<file path="src/rtl/srio_pkg.sv">
// Shared SRIO definitions: HELLO header field positions, FTYPE codes and the
// steering FSM state type.
package srio_pkg;

  localparam int FTYPE_HI = 55;
  localparam int FTYPE_LO = 52;
  localparam int TTYPE_HI = 51;
  localparam int TTYPE_LO = 48;
  localparam int SIZE_HI  = 43;
  localparam int SIZE_LO  = 36;
  localparam int ADDR_HI  = 33;
  localparam int ADDR_LO  = 0;

  localparam logic [3:0] FTYPE_NREAD    = 4'd2;
  localparam logic [3:0] FTYPE_NWRITE   = 4'd5;
  localparam logic [3:0] FTYPE_SWRITE   = 4'd6;
  localparam logic [3:0] FTYPE_DOORBELL = 4'd10;
  localparam logic [3:0] FTYPE_MESSAGE  = 4'd11;

  typedef enum logic [1:0] {
    ST_HDR      = 2'd0,
    ST_SW_BODY  = 2'd1,
    ST_OTH_BODY = 2'd2
  } steer_state_e;

  typedef struct packed {
    logic [63:0] data;
    logic        last;
  } axis_beat_t;

endpackage

</file>
<file path="src/rtl/srio_axis_reg.sv">
// One-deep AXI-stream pipeline register (64-bit data + last) with valid/ready.
// Contents stay stable while out_valid is high and out_ready is low.
module srio_axis_reg
  import srio_pkg::*;
(
  input  logic       clk,
  input  logic       rst,
  input  logic       in_valid,
  input  axis_beat_t in_beat,
  output logic       in_ready,
  output logic       out_valid,
  output axis_beat_t out_beat,
  input  logic       out_ready
);

  assign in_ready = !out_valid || out_ready;

  always_ff @(posedge clk or posedge rst) begin
    if (rst) begin
      out_valid <= 1'b0;
      out_beat  <= '0;
    end else if (in_ready) begin
      out_valid <= in_valid;
      if (in_valid) out_beat <= in_beat;
    end
  end

endmodule

</file>
<file path="src/rtl/srio_swrite_steer.sv">
// Steers whole HELLO packets: FTYPE==SWRITE_FTYPE to M_SW, everything else to M_OTH.
// Optional SWRITE length checking is enabled by defining SRIO_SWRITE_STEER_LENCHK_EN.
module srio_swrite_steer
  import srio_pkg::*;
#(
  parameter logic [3:0] SWRITE_FTYPE = 4'h6,
  parameter int         CNT_W        = 16
) (
  input  logic             AXIS_ACLK,
  input  logic             AXIS_ARESET,
  input  logic [63:0]      S_AXIS_TDATA,
  input  logic             S_AXIS_TVALID,
  input  logic             S_AXIS_TLAST,
  output logic             S_AXIS_TREADY,
  output logic [63:0]      M_SW_AXIS_TDATA,
  output logic             M_SW_AXIS_TVALID,
  output logic             M_SW_AXIS_TLAST,
  input  logic             M_SW_AXIS_TREADY,
  output logic [63:0]      M_OTH_AXIS_TDATA,
  output logic             M_OTH_AXIS_TVALID,
  output logic             M_OTH_AXIS_TLAST,
  input  logic             M_OTH_AXIS_TREADY,
  output logic [CNT_W-1:0] sw_pkt_cnt,
  output logic [CNT_W-1:0] oth_pkt_cnt,
  output logic [CNT_W-1:0] len_err_cnt
);

  localparam logic [CNT_W-1:0] CNT_MAX = '1;

  steer_state_e state, state_nxt;
  logic         hdr_is_sw, sel_sw, acc, sw_rdy, oth_rdy;
  axis_beat_t   in_beat, sw_beat, oth_beat;

  assign hdr_is_sw = (S_AXIS_TDATA[FTYPE_HI:FTYPE_LO] == SWRITE_FTYPE);
  assign in_beat   = '{data: S_AXIS_TDATA, last: S_AXIS_TLAST};

  // Destination is kept separate from the FSM so ready/accept do not loop back into it.
  always_comb begin
    sel_sw = 1'b0;
    case (state)
      ST_HDR:      sel_sw = hdr_is_sw;
      ST_SW_BODY:  sel_sw = 1'b1;
      default:     sel_sw = 1'b0;
    endcase
  end

  assign S_AXIS_TREADY = !AXIS_ARESET && (sel_sw ? sw_rdy : oth_rdy);
  assign acc           = S_AXIS_TVALID && S_AXIS_TREADY;

  always_comb begin
    state_nxt = state;
    case (state)
      ST_HDR:
        if (acc && !S_AXIS_TLAST) state_nxt = hdr_is_sw ? ST_SW_BODY : ST_OTH_BODY;
      ST_SW_BODY, ST_OTH_BODY:
        if (acc && S_AXIS_TLAST) state_nxt = ST_HDR;
      default:
        state_nxt = ST_HDR;
    endcase
  end

  always_ff @(posedge AXIS_ACLK or posedge AXIS_ARESET) begin
    if (AXIS_ARESET) state <= ST_HDR;
    else             state <= state_nxt;
  end

  srio_axis_reg u_sw_reg (
    .clk       (AXIS_ACLK),
    .rst       (AXIS_ARESET),
    .in_valid  (S_AXIS_TVALID && sel_sw),
    .in_beat   (in_beat),
    .in_ready  (sw_rdy),
    .out_valid (M_SW_AXIS_TVALID),
    .out_beat  (sw_beat),
    .out_ready (M_SW_AXIS_TREADY)
  );

  srio_axis_reg u_oth_reg (
    .clk       (AXIS_ACLK),
    .rst       (AXIS_ARESET),
    .in_valid  (S_AXIS_TVALID && !sel_sw),
    .in_beat   (in_beat),
    .in_ready  (oth_rdy),
    .out_valid (M_OTH_AXIS_TVALID),
    .out_beat  (oth_beat),
    .out_ready (M_OTH_AXIS_TREADY)
  );

  assign M_SW_AXIS_TDATA  = sw_beat.data;
  assign M_SW_AXIS_TLAST  = sw_beat.last;
  assign M_OTH_AXIS_TDATA = oth_beat.data;
  assign M_OTH_AXIS_TLAST = oth_beat.last;

  always_ff @(posedge AXIS_ACLK or posedge AXIS_ARESET) begin
    if (AXIS_ARESET) begin
      sw_pkt_cnt  <= '0;
      oth_pkt_cnt <= '0;
    end else if (acc && S_AXIS_TLAST) begin
      if (sel_sw) begin
        if (sw_pkt_cnt != CNT_MAX) sw_pkt_cnt <= sw_pkt_cnt + CNT_W'(1);
      end else begin
        if (oth_pkt_cnt != CNT_MAX) oth_pkt_cnt <= oth_pkt_cnt + CNT_W'(1);
      end
    end
  end

`ifdef SRIO_SWRITE_STEER_LENCHK_EN
  // Up to 256 bytes -> at most 32 payload beats; 6 bits holds 0..32.
  logic [5:0] beat_cnt, exp_beats;
  logic       len_bad;

  assign exp_beats = {1'b0, S_AXIS_TDATA[SIZE_HI:SIZE_LO+3]} + 6'd1;

  always_comb begin
    len_bad = 1'b0;
    if (acc && S_AXIS_TLAST) begin
      if (state == ST_HDR && hdr_is_sw) len_bad = (exp_beats != 6'd0);
      else if (state == ST_SW_BODY)     len_bad = (beat_cnt != 6'd1);
    end
  end

  // Decrement saturates at 0 so an over-long packet cannot wrap back to 1.
  always_ff @(posedge AXIS_ACLK or posedge AXIS_ARESET) begin
    if (AXIS_ARESET) begin
      beat_cnt    <= '0;
      len_err_cnt <= '0;
    end else begin
      if (acc && state == ST_HDR && hdr_is_sw)
        beat_cnt <= exp_beats;
      else if (acc && state == ST_SW_BODY && beat_cnt != 6'd0)
        beat_cnt <= beat_cnt - 6'd1;
      if (len_bad && len_err_cnt != CNT_MAX)
        len_err_cnt <= len_err_cnt + CNT_W'(1);
    end
  end
`else
  assign len_err_cnt = '0;
`endif

endmodule

</file>
<file path="config.mk">
export PLATFORM = sky130hd
export DESIGN_NAME = srio_swrite_steer
export DESIGN_NICKNAME = d
export VERILOG_FILES = /design/src/rtl/srio_pkg.sv /design/src/rtl/srio_axis_reg.sv /design/src/rtl/srio_swrite_steer.sv
export SDC_FILE = /design/constraint.sdc
export NUM_CORES = 1
export LEC_CHECK = 0
export ABC_AREA = 1
export BUFFER_PORTS_ARGS = -buffer_cell sky130_fd_sc_hd__buf_4
export CAP_MARGIN = 10
export CORE_MARGIN = 2
export CORE_UTILIZATION = 50
export DETAILED_ROUTE_END_ITERATION = 10
export GPL_TIMING_DRIVEN = 1
export PLACE_DENSITY_LB_ADDON = 0.25
export SLEW_MARGIN = 20
export SYNTH_ARGS = -nofsm -noshare
export SYNTH_HDL_FRONTEND = slang
export SYNTH_SLANG_ARGS = --single-unit
</file>
<file path="constraint.sdc">
create_clock -name AXIS_ACLK -period 7.1 [get_ports AXIS_ACLK]
set_clock_uncertainty 0.15 [all_clocks]
set_input_delay 1.065 -clock AXIS_ACLK [delete_from_list [all_inputs] [get_ports AXIS_ACLK]]
set_output_delay 1.065 -clock AXIS_ACLK [all_outputs]
set_load 0.02 [all_outputs]
</file>
==> results of run 1 <==
## synth_stat cells, drive strengths merged
master  instances  area share [%]
a21boi          1            0.11
xor2           13             1.6
conb            1           0.052
a21oi           1           0.070
or2             1           0.088
ha              4            0.70
xnor2          13             1.6
nor3            4            0.51
o21ai         137             9.6
nand4          11            0.96
clkbuf         12            0.63
nand3          39             3.0
buf            39             3.6
nand2         234              13
dfrtp         166              58
nor2           25             1.6
inv            87             4.6
nand3b          3            0.31
## cell families (layout without fill, tap and decap cells)
logic type                 Yosys count  in the layout  synth area share [%]
and+or+nand+nor                    317            317                  19.4
DFF                                166            166                  58.1
AOI/OAI and AO/OA                  139            139                  9.77
buffers and inverters              138            356                  8.82
xor gates and xnor gates            26             26                  3.19
adders and majority gates            4              4                 0.700
other                                1             16                0.0525
## final cells by class
type / count / area (sq um) / share of cell area [%]
Multi-Input combinational cell: 502 / 2450 / 25.6
Timing Repair Buffer: 237 / 1780 / 18.7
Tap cell: 180 / 225 / 2.36
Inverter: 87 / 332 / 3.47
Clock inverter: 9 / 116 / 1.22
Clock buffer: 23 / 498 / 5.21
Sequential cell: 166 / 4150 / 43.5
## per-stage QoR
stage	instances	area (sq um)	setup WS, ns	utilization, %	total power (W)
finish	1204	9550	3.85	68.6	0.00365
global placement	1172	8940	3.86	64.1	0.00270
CTS	1204	9550	3.83	68.5	0.00368
floorplan	806	7210	1.28	-	0.00212
detailed placement	1172	8940	3.81	64.1	0.00273
global route	1204	9550	3.77	68.6	0.00386
## worst paths after layout
| kind | startpoint | endpoint | slack, ns | depth (start not counted) |
|---|---|---|---|---|
| max | S_AXIS_TDATA[52] | S_AXIS_TREADY | 3.85 | 7 |
| min | state[1] | state[1] | 0.33 | 2 |
| max reg2reg | oth_pkt_cnt[0] | oth_pkt_cnt[15] | 4.49 | 9 |
| min reg2reg | state[1] | state[1] | 0.33 | 2 |
| max in group asynchronous | AXIS_ARESET | u_sw_reg.out_beat[21] | 4.97 | 3 |
| min in group asynchronous | AXIS_ARESET | u_oth_reg.out_valid | 0.65 | 2 |
## worst max-delay path, stage by stage
cell and delay, ns:
buf_4 0.11, nor2_2 0.14, nand3_2 0.13, nand2_2 0.13, nand2_2 0.07, a21oi_1 0.19, buf_4 0.18
## power groups by stage
stage	registers (W)	clock network, W	logic [W]
2_1_floorplan	0.00176	0	0.000355
3_3_place_gp	0.00142	0	0.00128
3_5_place_dp	0.00142	0	0.00131
4_1_cts	0.00142	0.000954	0.00131
5_1_grt	0.00146	0.00100	0.00140
6_report	0.00142	0.000941	0.00129
## flip-flops by register name (all words and copies together) (netlist names)
| register | count |
|---|---|
| state | 2 |
| u_oth_reg.out_valid | 1 |
| u_oth_reg.out_beat | 65 |
| oth_pkt_cnt | 16 |
| u_sw_reg.out_valid | 1 |
| sw_pkt_cnt | 16 |
| u_sw_reg.out_beat | 65 |
## layer usage
| layer | vias up | routed length [microns] |
|---|---|---|
| met3 | 14 | 1210 |
| met5 | - | 0 |
| met4 | 0 | 253 |
| met1 | 2729 | 7120 |
| li1 | 2904 | - |
| met2 | 203 | 8470 |
==> summary.md, run 1 <==
| Metric | Value |
|---|---|
| Outcome | `completed` |
| M2 GR Usage | `36.5%` |
| Leakage | `5.03 nW` |
| Met3 Use GR | `7.60%` |
| Core Region | `0.0139 sq mm` |
| H-tree depth | `4` |
| Clock Power Share | `25.8%` |
| Slew Limit Headroom | `38.0%` |
| IO Pins | `251` |
| Final setup TNS | `0 ns` |
| Syn Inst Count | `791` |
| Post-route ant nets | `0` |
| Chip Width | `124 microns` |
| Global-route wire length before repair | `27100 microns` |
| CP Capture Type | `output port` |
| Number of clock sinks | `166` |
| Final Max Tran Viols | `0` |
| Clock buffer depth | `2` |
| # setup viols final | `0` |
| Distinct cells, synth | `31` |
| Vias | `5850` |
| Hold WC Path Type | `reg -> reg` |
| Largest net degree at the start of global routing | `89` |
| Clk_lat worst skew | `0.42 ns` |
| Nets | `1085` |
| Maxcap violations | `0` |
| Switch share | `36.3%` |
| Yosys reg bits | `166` |
| Avg Cell Area, Syn | `9.04 sq um` |
| Root Driver | `clkbuf_16` |
| Power Density | `382 mW/mm^2` |
| Worst EP arrival | `2.03 ns` |
| Initial Util | `51.3%` |
| CP Max Fanout | `4` |
| Final-report hold violation count | `0` |
| Vias per cell | `4.86` |
| Die ar. | `0.0153 sq mm` |
| RSZ-0062 raised after global routing | `no` |
| Initial DRT Pass Iterations | `5` |
| Int Pwr | `0.00233 W` |
| Syn Std Cell Area | `0.00715 sq mm` |
| Diode count | `0` |
| Register area share after synthesis | `58.1%` |
| Initial antenna violation count | `0` |
| Post-DP HPWL | `11700 microns` |
| Routed WL | `17100 microns` |
| Commonest non-fill, non-tap cell in the layout | `buf_4` |
| GR Util met1 | `30.2%` |
| CTS Hold Bufs | `0` |
| Post-CTS Setup Inserts | `0` |
| Share of cells above drive strength 1 | `29.0%` |
| Critical Path RT | `5.88 ns` |
| Sw Pwr | `0.00132 W` |
| GPL Wtd Cong | `0.833` |
| Reg power frac | `38.9%` |
| Layout area overhead | `33.6%` |
| Num CTS Buffers | `17` |
| Fmax | `308 MHz` |
| IO buf count | `234` |
| Top Usage Layer GRT | `met2` |
| Hold slack final | `0.327 ns` |
| Filler instances | `1104` |
| Vias in the first global route | `5396` |
| Global route total overflow | `0` |
| Core Rows | `43` |
| Crit path kind | `in -> out` |
| CTS tree | `done` |
| Yosys warning total | `0` |
| CTS clk-pin slew, worst paths | `0.06 ns` |
| # DRC | `0` |
| Commonest cells after routing, fill and taps aside | `buf_4, nand2_1, dfrtp_1` |
| Die Span Y | `124 microns` |
| WL per Instance | `14.2 microns` |
| Tightest Pin Transition | `0.927 ns` |
| Post_cts resized | `0` |
| Combinational power share | `35.3%` |
| Period utilization | `45.7%` |
| Peak supply drop | `0.241 mV` |
| Startpoint types | `input port` |
| Final min period | `3.25 ns` |
| Iteration-0 DRC Markers | `438` |
| Total GRT Usage | `22.9%` |
Power figures use the tool's default switching activity.
==> inputs of run 2 (changes only) <==
--- a/config.mk
+++ b/config.mk
@@ -9,7 +9,7 @@
 export BUFFER_PORTS_ARGS = -buffer_cell sky130_fd_sc_hd__buf_4
 export CAP_MARGIN = 10
 export CORE_MARGIN = 2
-export CORE_UTILIZATION = 50
+export CORE_UTILIZATION = 45
 export DETAILED_ROUTE_END_ITERATION = 10
 export GPL_TIMING_DRIVEN = 1
 export PLACE_DENSITY_LB_ADDON = 0.25
==> constraint.sdc (replaced) <==
create_clock -name AXIS_ACLK -period 2.77 [get_ports AXIS_ACLK]
set_clock_uncertainty 0.15 [all_clocks]
set_input_delay 0.4155 -clock AXIS_ACLK [delete_from_list [all_inputs] [get_ports AXIS_ACLK]]
set_output_delay 0.4155 -clock AXIS_ACLK [all_outputs]
set_load 0.02 [all_outputs]
==> run 2 against run 1 <==
Compared with the run above: combinational power increased to 2.6 times the previous value; non-clock buffer count rose by 6; first-iteration DRC count decreased by 21%; count of clock-buffer cells in the layout is 4 lower; power rose to 2.6 times the previous value; sequential power grew to 2.6 times the previous value; clock power rose to 2.6 times the previous value; critical path depth rose by 2; register-to-register slack worse by 4.0 ns; final cell count increased by 3.5%; wire length grew 2.1%; critical endpoint is now sw_pkt_cnt[6]; largest power group unchanged.
==> summary.md, run 2 (synthesized netlist as in run 1, its figures left out) <==
| Metric | Value |
|---|---|
| Tightest Pin Transition | `0.740 ns (-0.187 ns)` |
| Flop-to-flop setup slack | `0.45 ns (-4.04 ns)` |
| Crit path from | `state[0]` |
| Num CTS Buffers | `17 (unchanged)` |
| Global route total overflow | `0 (unchanged)` |
| CTS tree | `done` |
| Chip Width | `130 microns (+5.2%)` |
| Commonest non-fill, non-tap cell in the layout | `buf_4` |
| Filler instances | `1378 (+25%)` |
| IO buf count | `234 (unchanged)` |
| Post-DP HPWL | `12200 microns (+4.2%)` |
| Share of cells above drive strength 1 | `29.5% (+0.51 points)` |
| R2R Path Start | `state[0]` |
| CP Max Fanout | `19 (+15)` |
| Initial DRT Pass Iterations | `4 (-1)` |
| Commonest cells after routing, fill and taps aside | `buf_4, nand2_1, dfrtp_1` |
| Worst EP arrival | `2.47 ns (+0.44 ns)` |
| Startpoint types | `flip-flop` |
| Outcome | `completed` |
| H-tree depth | `4 (unchanged)` |
| Final std cells w/o fill | `1246 (+3.5%)` |
| # setup viols final | `0 (unchanged)` |
| Placed cells | `1213 (+3.5%)` |
| RSZ-0062 raised after global routing | `no` |
| WL per Instance | `14.0 microns (-1.3%)` |
| Final-report hold violation count | `0 (unchanged)` |
| Routed WL | `17400 microns (+2.1%)` |
| # DRC | `0 (unchanged)` |
| Crit path capture | `sw_pkt_cnt[6]` |
| Clock buffer depth | `2 (unchanged)` |
| Final Max Tran Viols | `0 (unchanged)` |
| Global-route wire length before repair | `27800 microns (+2.7%)` |
| R2R Path End | `sw_pkt_cnt[6]` |
| Diode count | `0 (unchanged)` |
| Root Driver | `clkbuf_16` |
| Total Power | `0.00941 W (+160%)` |
| Layout area overhead | `35.4%` |
| Slew Limit Headroom | `50.7% (+13 points)` |
| IO Pins | `251 (unchanged)` |
| Post-CTS Setup Inserts | `0 (unchanged)` |
| Initial Util | `45.5% (-5.8 points)` |
| Largest net degree at the start of global routing | `132 (+48%)` |
| Clk_lat worst skew | `0.42 ns (about the same)` |
| Crit path kind | `reg -> reg` |
| Core Rows | `46 (+7.0%)` |
| Final min period | `2.32 ns` |
| Total GRT Usage | `20.9% (-2.0 points)` |
| Vias in the first global route | `5575 (+3.3%)` |
| Post-route ant nets | `0 (unchanged)` |
| Hold WC Path Type | `in -> reg` |
| Power Density | `972 mW/mm^2 (+150%)` |
| CP Capture Type | `flip-flop` |
| Period utilization | `83.9%` |
| Vias | `5856 (+0.10%)` |
| Leakage | `5.08 nW (+0.85%)` |
| Final setup TNS | `0 ns (unchanged)` |
| Iteration-0 DRC Markers | `344 (-21%)` |
| Vias per cell | `4.70 (-3.3%)` |
| Worst r2r path cells | `9 (unchanged)` |
| Nets | `1091 (+0.55%)` |
| Hold slack final | `0.114 ns (-0.213 ns)` |
| Fmax | `430 MHz` |
| Core Region | `0.0157 sq mm (+13%)` |
| Maxcap violations | `0 (unchanged)` |
| Peak supply drop | `0.560 mV (+130%)` |
| Number of clock sinks | `166 (unchanged)` |
| GPL Wtd Cong | `0.823 (-1.3%)` |
| Largest regs | `u_oth_reg.out_beat (65), u_sw_reg.out_beat (65)` |
| Die ar. | `0.0169 sq mm (+11%)` |
| CTS clk-pin slew, worst paths | `0.07 ns (about the same)` |
| Die Span Y | `130 microns (+5.2%)` |
| Critical Path RT | `2.92 ns (-2.96 ns)` |
| Initial antenna violation count | `0 (unchanged)` |
## run 2: layout make-up
class / instances / area, sq um / area share (%)
Timing Repair Buffer: 243 / 1860 / 19.3
Tap cell: 216 / 270 / 2.79
Inverter: 87 / 330 / 3.41
Clock inverter: 13 / 158 / 1.63
Sequential cell: 166 / 4150 / 42.9
Clock buffer: 19 / 453 / 4.68
Multi-Input combinational cell: 502 / 2450 / 25.3
## run 2: critical path, cell delays in order, from the launching register on
cell	delay, ns
dfrtp_1	0.40
inv_1	0.07
ha_1	0.20
nand3_2	0.12
nand2_2	0.15
inv_1	0.11
nor2_2	0.52
nand2_4	0.29
nand2_1	0.12
o21ai_0	0.08
## run 2: timing repair
| item | 4_1_cts | 5_1_grt |
|---|---|---|
| endpoints found under the setup margin | 0 | 13 |
| resized for setup | 0 | 1 |
| hold buffers | 1 | 0 |
| hold endpoints to repair | 23 | 0 |
## run 2: stage by stage
step / util (%) / setup WS (ns) / area, sq um
after floorplan: - / -1.13 / 7210
after global placement: 57.6 / 0.300 / 9050
after detailed placement: 57.6 / 0.270 / 9050
after CTS: 61.6 / 0.170 / 9680
after global routing: 61.6 / 0.229 / 9680
final: 61.6 / 0.446 / 9680
## run 2: worst min path at each step
stage	startpoint	endpoint	slack, ns	cells past startpoint
after detailed placement	u_oth_reg.out_beat[1]	u_oth_reg.out_beat[1]	0.32	2
after global routing	S_AXIS_TDATA[37]	u_sw_reg.out_beat[38]	0.10	3
after global placement	state[1]	state[1]	0.31	2
after floorplan	state[1]	state[1]	0.30	2
after CTS	S_AXIS_TDATA[29]	u_oth_reg.out_beat[30]	0.1	3
final	S_AXIS_TDATA[37]	u_oth_reg.out_beat[38]	0.11	3
## run 2: layer usage
| metal | routed length [microns] | global-route usage [%] |
|---|---|---|
| met1 | 7360 | 26.7 |
| met2 | 8450 | 33.2 |
| met3 | 1110 | 6.23 |
| met4 | 502 | 9.23 |
| met5 | 0 | 0 |
## run 2: power by group
part	internal, W	switching (W)
clock	0.00141	0.00103
sequential	0.00317	0.000463
combinational	0.00136	0.00198
==> inputs of run 3 (changes only) <==
--- a/config.mk
+++ b/config.mk
@@ -9,7 +9,7 @@
 export BUFFER_PORTS_ARGS = -buffer_cell sky130_fd_sc_hd__buf_4
 export CAP_MARGIN = 10
 export CORE_MARGIN = 2
-export CORE_UTILIZATION = 45
+export CORE_UTILIZATION = 50
 export DETAILED_ROUTE_END_ITERATION = 10
 export GPL_TIMING_DRIVEN = 1
 export PLACE_DENSITY_LB_ADDON = 0.25
==> constraint.sdc (replaced) <==
create_clock -name AXIS_ACLK -period 2.3 [get_ports AXIS_ACLK]
set_clock_uncertainty 0.15 [all_clocks]
set_input_delay 0.345 -clock AXIS_ACLK [delete_from_list [all_inputs] [get_ports AXIS_ACLK]]
set_output_delay 0.345 -clock AXIS_ACLK [all_outputs]
set_load 0.02 [all_outputs]
==> run 3 against run 2 <==
Compared with the run above: cell area rose by 0.50%; die area fell by 9.7%; power rose by 21%; non-clock buffer count rose by 7; largest power group unchanged; critical endpoint is now S_AXIS_TREADY; worst hold slack got worse by 0.073 ns; first-iteration DRC count rose by 5.8%.
==> summary.md, run 3 (synthesized netlist as in run 1, its figures left out) <==
| Metric | Value |
|---|---|
| Global route total overflow | `0 (unchanged)` |
| Area of the multi-input gates | `0.00248 sq mm (+1.4%)` |
| Vias per cell | `4.86 (+3.5%)` |
| Flop-to-flop setup slack | `0.17 ns (-0.28 ns)` |
| CTS clk-pin slew, worst paths | `0.07 ns (about the same)` |
| Global-route wire length before repair | `28300 microns (+1.8%)` |
| Fmax | `453 MHz` |
| Die Span Y | `124 microns (-5.0%)` |
| Slew Limit Headroom | `36.9% (-14 points)` |
| Worst EP arrival | `1.71 ns (-0.76 ns)` |
| Leakage | `5.11 nW (+0.58%)` |
| Startpoint types | `flip-flop` |
| Total GRT Usage | `24.0% (+3.1 points)` |
| Num CTS Buffers | `17 (unchanged)` |
| FF+latch area | `0.00415 sq mm (unchanged)` |
| Vias | `5918 (+1.1%)` |
| Placed cell areas | `0.00906 sq mm (about the same)` |
| WL per Instance | `14.3 microns (+2.2%)` |
| Largest net degree at the start of global routing | `83 (-37%)` |
| Iteration-0 DRC Markers | `364 (+5.8%)` |
| Initial Util | `51.3% (+5.8 points)` |
| Crit path kind | `reg -> out` |
| Layout area overhead | `36.1%` |
| GPL Wtd Cong | `0.835 (+1.4%)` |
| Initial antenna violation count | `0 (unchanged)` |
| Nets | `1098 (+0.64%)` |
| Number of clock sinks | `166 (unchanged)` |
| # setup viols final | `0 (unchanged)` |
| Hold WC Path Type | `in -> reg` |
| Final Max Tran Viols | `0 (unchanged)` |
| Core Rows | `43 (-6.5%)` |
| IO Pins | `251 (unchanged)` |
| Critical Path RT | `1.80 ns (-1.12 ns)` |
| Post-DP HPWL | `12300 microns (+1.0%)` |
| Share of cells above drive strength 1 | `29.8% (+0.28 points)` |
| # DRC | `0 (unchanged)` |
| Chip Width | `124 microns (-5.0%)` |
| Clock buffer depth | `2 (unchanged)` |
| Filler instances | `1112 (-19%)` |
| Power Density | `1170 mW/mm^2 (+20%)` |
| CP Max Fanout | `4 (-15)` |
| Peak supply drop | `0.825 mV (+47%)` |
| Post-route ant nets | `0 (unchanged)` |
| CP Capture Type | `output port` |
| IO buf count | `234 (unchanged)` |
| Routed WL | `17400 microns (-0.20%)` |
| Die ar. | `0.0153 sq mm (-9.7%)` |
| Largest regs | `u_oth_reg.out_beat (65), u_sw_reg.out_beat (65)` |
| Design area | `0.00973 sq mm (+0.50%)` |
| Commonest non-fill, non-tap cell in the layout | `buf_4` |
| Vias in the first global route | `5735 (+2.9%)` |
| Commonest cells after routing, fill and taps aside | `buf_4, nand2_1, dfrtp_1` |
| Period utilization | `96.1%` |
| Root Driver | `clkbuf_16` |
| Clk_lat worst skew | `0.42 ns (about the same)` |
| Final min period | `2.21 ns` |
| RSZ-0062 raised after global routing | `no` |
| Final-report hold violation count | `0 (unchanged)` |
| Diode count | `0 (unchanged)` |
| Maxcap violations | `0 (unchanged)` |
| Core Region | `0.0139 sq mm (-11%)` |
| CTS tree | `done` |
| H-tree depth | `4 (unchanged)` |
| Initial DRT Pass Iterations | `5 (+1)` |
| Outcome | `completed` |
| Tightest Pin Transition | `0.947 ns (+0.207 ns)` |
| Post-layout util | `69.8% (+8.2 points)` |
==> run 3: worst max-delay path: stages, from the launching register on <==
cell	delay (ns)
dfrtp_1	0.40
inv_1	0.07
ha_2	0.20
nand3_2	0.12
nand2_4	0.11
nand2_2	0.08
a21oi_4	0.17
buf_6	0.14
==> run 3: routing by layer <==
layer  up-vias  track usage, %  share of wire [%]
li1       2927               -                  -
met1      2776            30.6                 42
met2       190            38.7                 49
met3        25            7.33                6.9
met4         0            9.16                2.0
met5         -               0                  0
==> run 3: path summary, 6_finish.rpt <==
| check | end | cells after the start | from |
|---|---|---|---|
| max in group asynchronous | u_sw_reg.out_beat[47] | 4 | AXIS_ARESET |
| min in group asynchronous | u_oth_reg.out_beat[63] | 4 | AXIS_ARESET |
| hold / removal | u_sw_reg.out_beat[2] | 3 | S_AXIS_TDATA[1] |
| hold reg to reg | u_sw_reg.out_beat[7] | 2 | u_sw_reg.out_beat[7] |
| setup reg to reg | sw_pkt_cnt[7] | 11 | state[0] |
| setup / recovery | S_AXIS_TREADY | 7 | state[0] |
==> run 3: metrics by stage <==
stage | instances | hold slack, ns | setup TNS (ns) | worst slack (ns) | total power [W]
after floorplan | 806 | 0.299 | -110.62 | -1.53 | 0.00654
after global placement | 1182 | 0.314 | 0 | 0.0955 | 0.00840
after detailed placement | 1182 | 0.324 | -0.0640 | -0.0375 | 0.00851
after CTS | 1215 | 0.0288 | 0 | 0.0325 | 0.0114
after global routing | 1217 | 0.0390 | 0 | 0.00168 | 0.0120
final | 1217 | 0.0416 | 0 | 0.0907 | 0.0114
==> run 3: cell type report <==
cell class / count / share of cell area (%)
flip-flops and latches: 166 / 42.7
clock buffers: 21 / 4.63
repair buffers: 250 / 19.9
inverters: 87 / 3.40
clock inverters: 11 / 1.54
multi-input cells: 502 / 25.5
well taps: 180 / 2.32
==> run 3: repair_timing <==
action / CTS / global route
hold buffers: 1 / 0
hold endpoints to repair: 18 / 0
resized for setup: 2 / 6
endpoints found under the setup margin: 5 / 21
pin swaps: 0 / 1
setup buffers: 0 / 2
==> run 3: power by group <==
| part | total, W | internal, W | switching [W] |
|---|---|---|---|
| clock network | 0.00289 | 0.00174 | 0.00115 |
| logic | 0.00409 | 0.00168 | 0.00241 |
| registers | 0.00439 | 0.00382 | 0.000570 |
| total | 0.0114 | 0.00723 | 0.00413 |
